File: src/rtl/pet_pkg.sv
// Shared types for the pet-status engine: FSM state codes, meter type and
// the saturating meter increment.
package pet_pkg;

    localparam int METER_W      = 7;
    localparam int DEATH_STAGES = 4;

    typedef logic [2:0] state_t;

    localparam state_t ST_IDLE   = 3'd0;
    localparam state_t ST_AWAKE  = 3'd1;
    localparam state_t ST_ASLEEP = 3'd2;
    localparam state_t ST_DYING  = 3'd3;
    localparam state_t ST_DEAD   = 3'd4;

    typedef logic [METER_W-1:0] meter_t;

    typedef struct packed {
        meter_t hunger;
        meter_t bored;
        meter_t filth;
        meter_t sick;
    } meters_t;

    function automatic meter_t sat_inc(input meter_t m, input meter_t limit);
        return (m >= limit) ? limit : m + 1'b1;
    endfunction

endpackage

File: src/rtl/tick_prescaler.sv
// Free-running game-tick prescaler: tick is high for one clk cycle out of
// every TICK_DIV, while the counter sits at TICK_DIV-1.
module tick_prescaler #(
    parameter int TICK_DIV = 50_000_000
) (
    input  logic clk,
    input  logic reset,
    output logic tick
);

    localparam int CW = (TICK_DIV > 1) ? $clog2(TICK_DIV) : 1;

    logic [CW-1:0] cnt;

    assign tick = (cnt == CW'(TICK_DIV - 1));

    always_ff @(posedge clk) begin
        if (reset) begin
            cnt <= '0;
        end else if (tick) begin
            cnt <= '0;
        end else begin
            cnt <= cnt + 1'b1;
        end
    end

endmodule

File: src/rtl/pet_stats.sv
// Pet-status engine: ages the pet, runs day/night, accumulates care meters
// and the dying countdown. Optional old-age death via `PET_OLD_AGE_EN.
module pet_stats
    import pet_pkg::*;
#(
    parameter int     TICK_DIV     = 50_000_000,
    parameter meter_t METER_MAX    = 7'd100,
    parameter meter_t THRESH       = 7'd60,
    parameter int     RATE_HUNGER  = 4,
    parameter int     RATE_BORED   = 6,
    parameter int     RATE_FILTH   = 8,
    parameter int     DAY_TICKS    = 120,
    parameter int     SLEEP_TICKS  = 20,
    parameter int     BUBBLE_TICKS = 15,
    parameter int     DYING_TICKS  = 10
`ifdef PET_OLD_AGE_EN
    ,
    parameter logic [7:0] MAX_AGE  = 8'd30
`endif
) (
    input  logic       clk,
    input  logic       reset,
    input  logic       go,
    input  logic       foodGiven,
    input  logic       ballGiven,
    input  logic       broomGiven,
    input  logic       pillsGiven,
    input  logic       firstAidGiven,
    output logic       sleep,
    output logic       hungry,
    output logic       boredom,
    output logic       filthy,
    output logic       illness,
    output logic       pet_dying,
    output logic       deceased,
    output logic [3:0] deathValue,
    output logic       removeBubble,
    output logic [7:0] age
);

    localparam int CNT_W = 16;
    typedef logic [CNT_W-1:0] cnt_t;

    logic    tick;
    state_t  state, state_n;
    meters_t meters, meters_n;
    cnt_t    hun_div, hun_div_n, bor_div, bor_div_n, fil_div, fil_div_n;
    cnt_t    day_cnt, day_cnt_n, dying_cnt, dying_cnt_n, bub_cnt, bub_cnt_n;
    logic [3:0] dv_n;
    logic [7:0] age_n;
    logic       bubble_n;
    logic       any_flag;

    tick_prescaler #(.TICK_DIV(TICK_DIV)) u_prescaler (
        .clk   (clk),
        .reset (reset),
        .tick  (tick)
    );

    assign any_flag = hungry | boredom | filthy | illness;

    always_comb begin
        // NOTE: every signal gets its hold value first so no path can infer a latch.
        state_n     = state;
        meters_n    = meters;
        hun_div_n   = hun_div;
        bor_div_n   = bor_div;
        fil_div_n   = fil_div;
        day_cnt_n   = day_cnt;
        dying_cnt_n = dying_cnt;
        bub_cnt_n   = bub_cnt;
        dv_n        = deathValue;
        age_n       = age;
        bubble_n    = 1'b0;

        case (state)
            ST_IDLE, ST_DEAD: begin
                if (go) begin
                    state_n     = ST_AWAKE;
                    meters_n    = '0;
                    hun_div_n   = '0;
                    bor_div_n   = '0;
                    fil_div_n   = '0;
                    day_cnt_n   = '0;
                    dying_cnt_n = '0;
                    dv_n        = '0;
                    age_n       = '0;
                end
            end
            ST_AWAKE: begin
                if ($countones({meters.hunger == METER_MAX, meters.bored == METER_MAX,
                                meters.filth == METER_MAX, meters.sick == METER_MAX}) >= 2) begin
                    state_n     = ST_DYING;
                    dying_cnt_n = '0;
                end else begin
                    if (tick) begin
                        if (hun_div == cnt_t'(RATE_HUNGER - 1)) begin
                            hun_div_n       = '0;
                            meters_n.hunger = sat_inc(meters.hunger, METER_MAX);
                        end else begin
                            hun_div_n = hun_div + cnt_t'(1);
                        end
                        if (bor_div == cnt_t'(RATE_BORED - 1)) begin
                            bor_div_n      = '0;
                            meters_n.bored = sat_inc(meters.bored, METER_MAX);
                        end else begin
                            bor_div_n = bor_div + cnt_t'(1);
                        end
                        if (fil_div == cnt_t'(RATE_FILTH - 1)) begin
                            fil_div_n      = '0;
                            meters_n.filth = sat_inc(meters.filth, METER_MAX);
                        end else begin
                            fil_div_n = fil_div + cnt_t'(1);
                        end
                        if (meters.filth == METER_MAX || meters.hunger == METER_MAX) begin
                            meters_n.sick = sat_inc(meters.sick, METER_MAX);
                        end
                        if (day_cnt == cnt_t'(DAY_TICKS - 1)) begin
                            day_cnt_n = '0;
                            state_n   = ST_ASLEEP;
                        end else begin
                            day_cnt_n = day_cnt + cnt_t'(1);
                        end
                    end
                    // Care clears are applied last so they override a same-cycle increment.
                    if (foodGiven)  meters_n.hunger = '0;
                    if (ballGiven)  meters_n.bored  = '0;
                    if (broomGiven) meters_n.filth  = '0;
                    if (pillsGiven) meters_n.sick   = '0;
                end
            end
            ST_ASLEEP: begin
                if (tick) begin
                    if (day_cnt == cnt_t'(SLEEP_TICKS - 1)) begin
                        day_cnt_n = '0;
                        age_n     = (age == 8'hFF) ? age : age + 8'd1;
                        state_n   = ST_AWAKE;
`ifdef PET_OLD_AGE_EN
                        if (age_n == MAX_AGE) begin
                            state_n = ST_DEAD;
                            dv_n    = 4'(DEATH_STAGES);
                        end
`endif
                    end else begin
                        day_cnt_n = day_cnt + cnt_t'(1);
                    end
                end
            end
            ST_DYING: begin
                if (firstAidGiven) begin
                    dv_n        = '0;
                    dying_cnt_n = '0;
                    meters_n    = {4{meter_t'(THRESH - 7'd1)}};
                    state_n     = ST_AWAKE;
                end else if (tick) begin
                    if (dying_cnt == cnt_t'(DYING_TICKS - 1)) begin
                        dying_cnt_n = '0;
                        dv_n        = deathValue + 4'd1;
                        if (dv_n == 4'(DEATH_STAGES)) state_n = ST_DEAD;
                    end else begin
                        dying_cnt_n = dying_cnt + cnt_t'(1);
                    end
                end
            end
            default: state_n = ST_IDLE;
        endcase

        if (state == ST_AWAKE && any_flag) begin
            if (tick) begin
                if (bub_cnt == cnt_t'(BUBBLE_TICKS - 1)) begin
                    bub_cnt_n = '0;
                    bubble_n  = 1'b1;
                end else begin
                    bub_cnt_n = bub_cnt + cnt_t'(1);
                end
            end
        end else begin
            bub_cnt_n = '0;
        end
    end

    always_ff @(posedge clk) begin
        if (reset) begin
            state        <= ST_IDLE;
            meters       <= '0;
            hun_div      <= '0;
            bor_div      <= '0;
            fil_div      <= '0;
            day_cnt      <= '0;
            dying_cnt    <= '0;
            bub_cnt      <= '0;
            deathValue   <= '0;
            age          <= '0;
            sleep        <= 1'b0;
            hungry       <= 1'b0;
            boredom      <= 1'b0;
            filthy       <= 1'b0;
            illness      <= 1'b0;
            pet_dying    <= 1'b0;
            deceased     <= 1'b0;
            removeBubble <= 1'b0;
        end else begin
            state        <= state_n;
            meters       <= meters_n;
            hun_div      <= hun_div_n;
            bor_div      <= bor_div_n;
            fil_div      <= fil_div_n;
            day_cnt      <= day_cnt_n;
            dying_cnt    <= dying_cnt_n;
            bub_cnt      <= bub_cnt_n;
            deathValue   <= dv_n;
            age          <= age_n;
            sleep        <= (state_n == ST_ASLEEP);
            hungry       <= (meters_n.hunger >= THRESH);
            boredom      <= (meters_n.bored >= THRESH);
            filthy       <= (meters_n.filth >= THRESH);
            illness      <= (meters_n.sick >= THRESH);
            pet_dying    <= (state_n == ST_DYING);
            deceased     <= (state_n == ST_DEAD);
            removeBubble <= bubble_n;
        end
    end

endmodule

File: config.mk
export PLATFORM = sky130hd
export DESIGN_NAME = pet_stats
export DESIGN_NICKNAME = d
export VERILOG_FILES = /design/src/rtl/pet_pkg.sv /design/src/rtl/tick_prescaler.sv /design/src/rtl/pet_stats.sv
export SDC_FILE = /design/constraint.sdc
export NUM_CORES = 1
export LEC_CHECK = 0
export CORE_AREA = 2 2 165 167
export CTS_BUF_LIST = sky130_fd_sc_hd__clkbuf_2
export DETAILED_ROUTE_END_ITERATION = 10
export DIE_AREA = 0 0 167 169
export PLACE_DENSITY = 0.52
export SETUP_SLACK_MARGIN = 0.2
export SLEW_MARGIN = 10
export SYNTH_ARGS = -nofsm -noshare
export SYNTH_HDL_FRONTEND = slang
export SYNTH_HIERARCHICAL = 1
export SYNTH_SLANG_ARGS = --single-unit
File: constraint.sdc
create_clock -name clk -period 2.9 [get_ports clk]
set_input_delay 0.87 -clock clk [delete_from_list [all_inputs] [get_ports clk]]
set_output_delay 0.87 -clock clk [all_outputs]
set_load 0.02 [all_outputs]
==> flow_metrics.env <==
export IMPL_portBuffers=27
export IMPL_finalCriticalPeriod_ns=2.96
export IMPL_place_congestion=0.854
export IMPL_irDropWorstVdd_mv=0.218
export IMPL_synth_cells=1110
export IMPL_switching_share_pct=29.7
export IMPL_grt_max_degree=24
export IMPL_synth_fp_nets=1140
export IMPL_ys_warn_count=6
export IMPL_track_usage_pct=17.4
export IMPL_postSynthAreaPerCell_um2=8.19
export IMPL_start_util_pct=34.3
export IMPL_die_width_um=167
export IMPL_fin_skew_ns=0.0461
export IMPL_slew_violations=0
export IMPL_r2r_slack_ns=-0.06
export IMPL_min_delay_start="reset"
export IMPL_synth_edff_count=0
export IMPL_vias=8544
export IMPL_violations="setup timing"
export IMPL_yosysUniqueCellTypes=79
export IMPL_die_h_um=169
export IMPL_path_clk_slew_ns=0.25
export IMPL_grt_pass1_vias=8221
export IMPL_start_kind="flip-flop"
export IMPL_power_frac_clock_pct=28.1
export IMPL_grt_pass1_wl_um=41000
export IMPL_dieArea_mm2=0.0282
export IMPL_drt_first_pass_iters=5
export IMPL_slew_headroom_pct=48.1
export IMPL_drcViolationCount=0
export IMPL_maxCapViolCount=0
export IMPL_r2r_start="meters[22]"
export IMPL_final_hold_viol_count=0
export IMPL_outcome="complete, but fails checks"
export IMPL_placed_area_mm2=0.0106
export IMPL_cellPowerDensity_mw_per_mm2=327
export IMPL_holdWs_ns=0.304
export IMPL_critPathMaxFanout=7
export IMPL_finalWirelength_um=25100
export IMPL_setup_violations=21
export IMPL_crit_required_ns=3.59
export IMPL_rows=60
export IMPL_power_total_uw=4060
export IMPL_cts_htree_levels=4
export IMPL_numCtsBuffers=17
export IMPL_clk_latency_ns=0.78
export IMPL_async_flop_share_pct=0
export IMPL_endpoint_kind="flip-flop"
export IMPL_min_path_cells=2
export IMPL_combPwrFrac_pct=12.3
export IMPL_rr_worst_depth=12
export IMPL_nNetsFinal=1290
export IMPL_cts_tree="built"
export IMPL_path_cells="inv_2 -> ha_4 -> and4_4 -> nor3b_4 -> fa_2 -> or4b_4 -> a21oi_4 -> buf_12 -> nor3_4 -> o311ai_4 -> a21oi_2 -> a31o_1"
export IMPL_synth_seq_cells=173
export IMPL_cp_slowest_stage_delay_ns=0.59
export IMPL_layout_common_cells="dfxtp_1 (163), nor2_1 (132), buf_4 (100)"
export IMPL_drt_vias_per_instance=5.29
export IMPL_rsz0062_at_grt="true"
export IMPL_ant_nets=0
export IMPL_synthFlopType="dfxtp_1"
export IMPL_drt_iter0_drc=538
export IMPL_tightest_slew_ns=0.771
export IMPL_r2r_end="boredom"
export IMPL_fin_crit_sh_pct=102
export IMPL_cts_root_buf="clkbuf_2"
export IMPL_arrival_ns=3.65
export IMPL_fin_tns_setup_ns=-0.651
export IMPL_power_switching_uw=1200
export IMPL_wl_per_cell_um=15.5
export IMPL_worstHoldPathType="input port to flip-flop"
export IMPL_max_freq_mhz=338
export IMPL_grt_overflow_total=0
export IMPL_design_area_mm2=0.0124
export IMPL_io_pin_count=28
export IMPL_p_seq_share_pct=59.6
export IMPL_nFillCells=2610
export IMPL_setup_ws_ns=-0.0596
export IMPL_intPower_uw=2850
export IMPL_cts_buffer_depth=2
export IMPL_crit_type="flip-flop to flip-flop"
export IMPL_core_mm2=0.0265
export IMPL_dp_hpwl_um=16700
export IMPL_antenna_found_initial=1
export IMPL_mostFrequentLayoutCell="dfxtp_1"
export IMPL_cpMaxStageDelayCell="or4b_4"
export IMPL_syn_area_mm2=0.00909
export IMPL_p_leak_uw=0.00449
export IMPL_cts_sinks=173
export IMPL_layout_drive_gt1_share_pct=31.0
export IMPL_syn2layout_area_growth_pct=36.5
export IMPL_min_to="u_prescaler/cnt[4]"
export IMPL_yosysSeqAreaShare_pct=38.1
## routing by layer
layer	share of wire [%]	GRT usage, %
met1	47	22.4
met2	49	30.7
met3	2.5	2.50
met4	1.3	4.35
met5	0	0
## cell usage after synthesis, types with 10 or more instances
cell type | number | area share (%)
o21ai_0 | 51 | 2.8
and3_1 | 33 | 2.3
a31oi_1 | 13 | 0.89
xnor2_1 | 46 | 4.4
nor4b_1 | 11 | 1.1
nor4_1 | 22 | 1.5
or3_1 | 17 | 1.2
nand2_1 | 78 | 3.2
buf_2 | 10 | 0.55
nor2_1 | 162 | 6.7
nand3_1 | 55 | 3.0
nand4_1 | 39 | 2.7
a21oi_1 | 63 | 3.5
xor2_1 | 51 | 4.9
dfxtp_1 | 173 | 38
and2_1 | 19 | 1.3
ha_1 | 21 | 2.9
nor3_1 | 31 | 1.7
and4_1 | 17 | 1.6
clkbuf_1 | 26 | 1.1
nand2b_1 | 11 | 0.76
inv_1 | 29 | 1.2
## registers in the layout, indices dropped and copies added (netlist names)
name / cells
age: 8
bor_div: 16
boredom: 1
bub_cnt: 16
day_cnt: 16
deathValue: 4
deceased: 1
dying_cnt: 16
fil_div: 16
filthy: 1
hun_div: 16
hungry: 1
illness: 1
meters: 28
pet_dying: 1
removeBubble: 1
sleep: 1
state: 3
u_prescaler/cnt: 26
## stage by stage
| stage | util (%) | cells | worst slack [ns] |
|---|---|---|---|
| after floorplan | - | 1110 | -0.0605 |
| after global placement | 40.1 | 1542 | -0.373 |
| after detailed placement | 40.1 | 1542 | -0.323 |
| after CTS | 43.9 | 1596 | -0.0385 |
| after global routing | 46.8 | 1615 | -0.142 |
| final | 46.8 | 1615 | -0.0596 |
## worst max-delay path, delay by kind of cell, from the launching register on
kind	cells	cell delay (ns)
buf+inv	2	0.22
flops	1	0.39
fa+ha+maj	2	0.49
compound gates	4	0.83
simple gates	4	0.97
## cells by family (layout without fill, tap and decap cells)
logic type / count (synthesis) / count (layout) / share of synthesized area [%]
and+or+nand+nor: 548 / 550 / 32.1
AOI/OAI and AO/OA: 197 / 198 / 13.8
DFF: 173 / 173 / 38.1
xor gates and xnor gates: 97 / 97 / 9.35
buffers and inverters: 69 / 229 / 3.15
adders and majority gates: 22 / 22 / 3.11
muxes: 4 / 4 / 0.440
other: 0 / 1 / 0
## repair_timing
| item | CTS | global route |
|---|---|---|
| setup endpoints to repair | 136 | 128 |
| hold endpoints to repair | 0 | 0 |
| pin swaps | 52 | 64 |
| resized for setup | 155 | 143 |
| hold buffers | 0 | 0 |
| gates cloned | 6 | 1 |
| buffers inserted | 16 | 17 |
## worst max-delay path by stage
| stage | from | cells after the start | endpoint |
|---|---|---|---|
| final | meters[22] | 12 | boredom |
| after global routing | meters[22] | 13 | filthy |
| after CTS | meters[22] | 11 | meters[7] |
| after detailed placement | meters[0] | 11 | fil_div[13] |
| after global placement | meters[0] | 12 | hungry |
| after floorplan | meters[21] | 13 | boredom |
## power by group through the flow
stage,clock network [µW],logic (µW),registers [µW]
floorplan,0,188,2450
global placement,0,310,2460
detailed placement,0,311,2460
CTS,1180,426,2420
global route,1280,531,2420
finish,1140,498,2420
## cell type report
type | count | area, µm² | area share [%]
multi-input cells | 871 | 6640 | 53.5
flip-flops and latches | 173 | 3480 | 28.0
repair buffers | 168 | 1560 | 12.6
well taps | 341 | 427 | 3.44
inverters | 29 | 109 | 0.877
clock inverters | 14 | 96.3 | 0.777
clock buffers | 18 | 90.1 | 0.726
diodes | 1 | 2.50 | 0.0202
(Power assumes the default switching activity.)
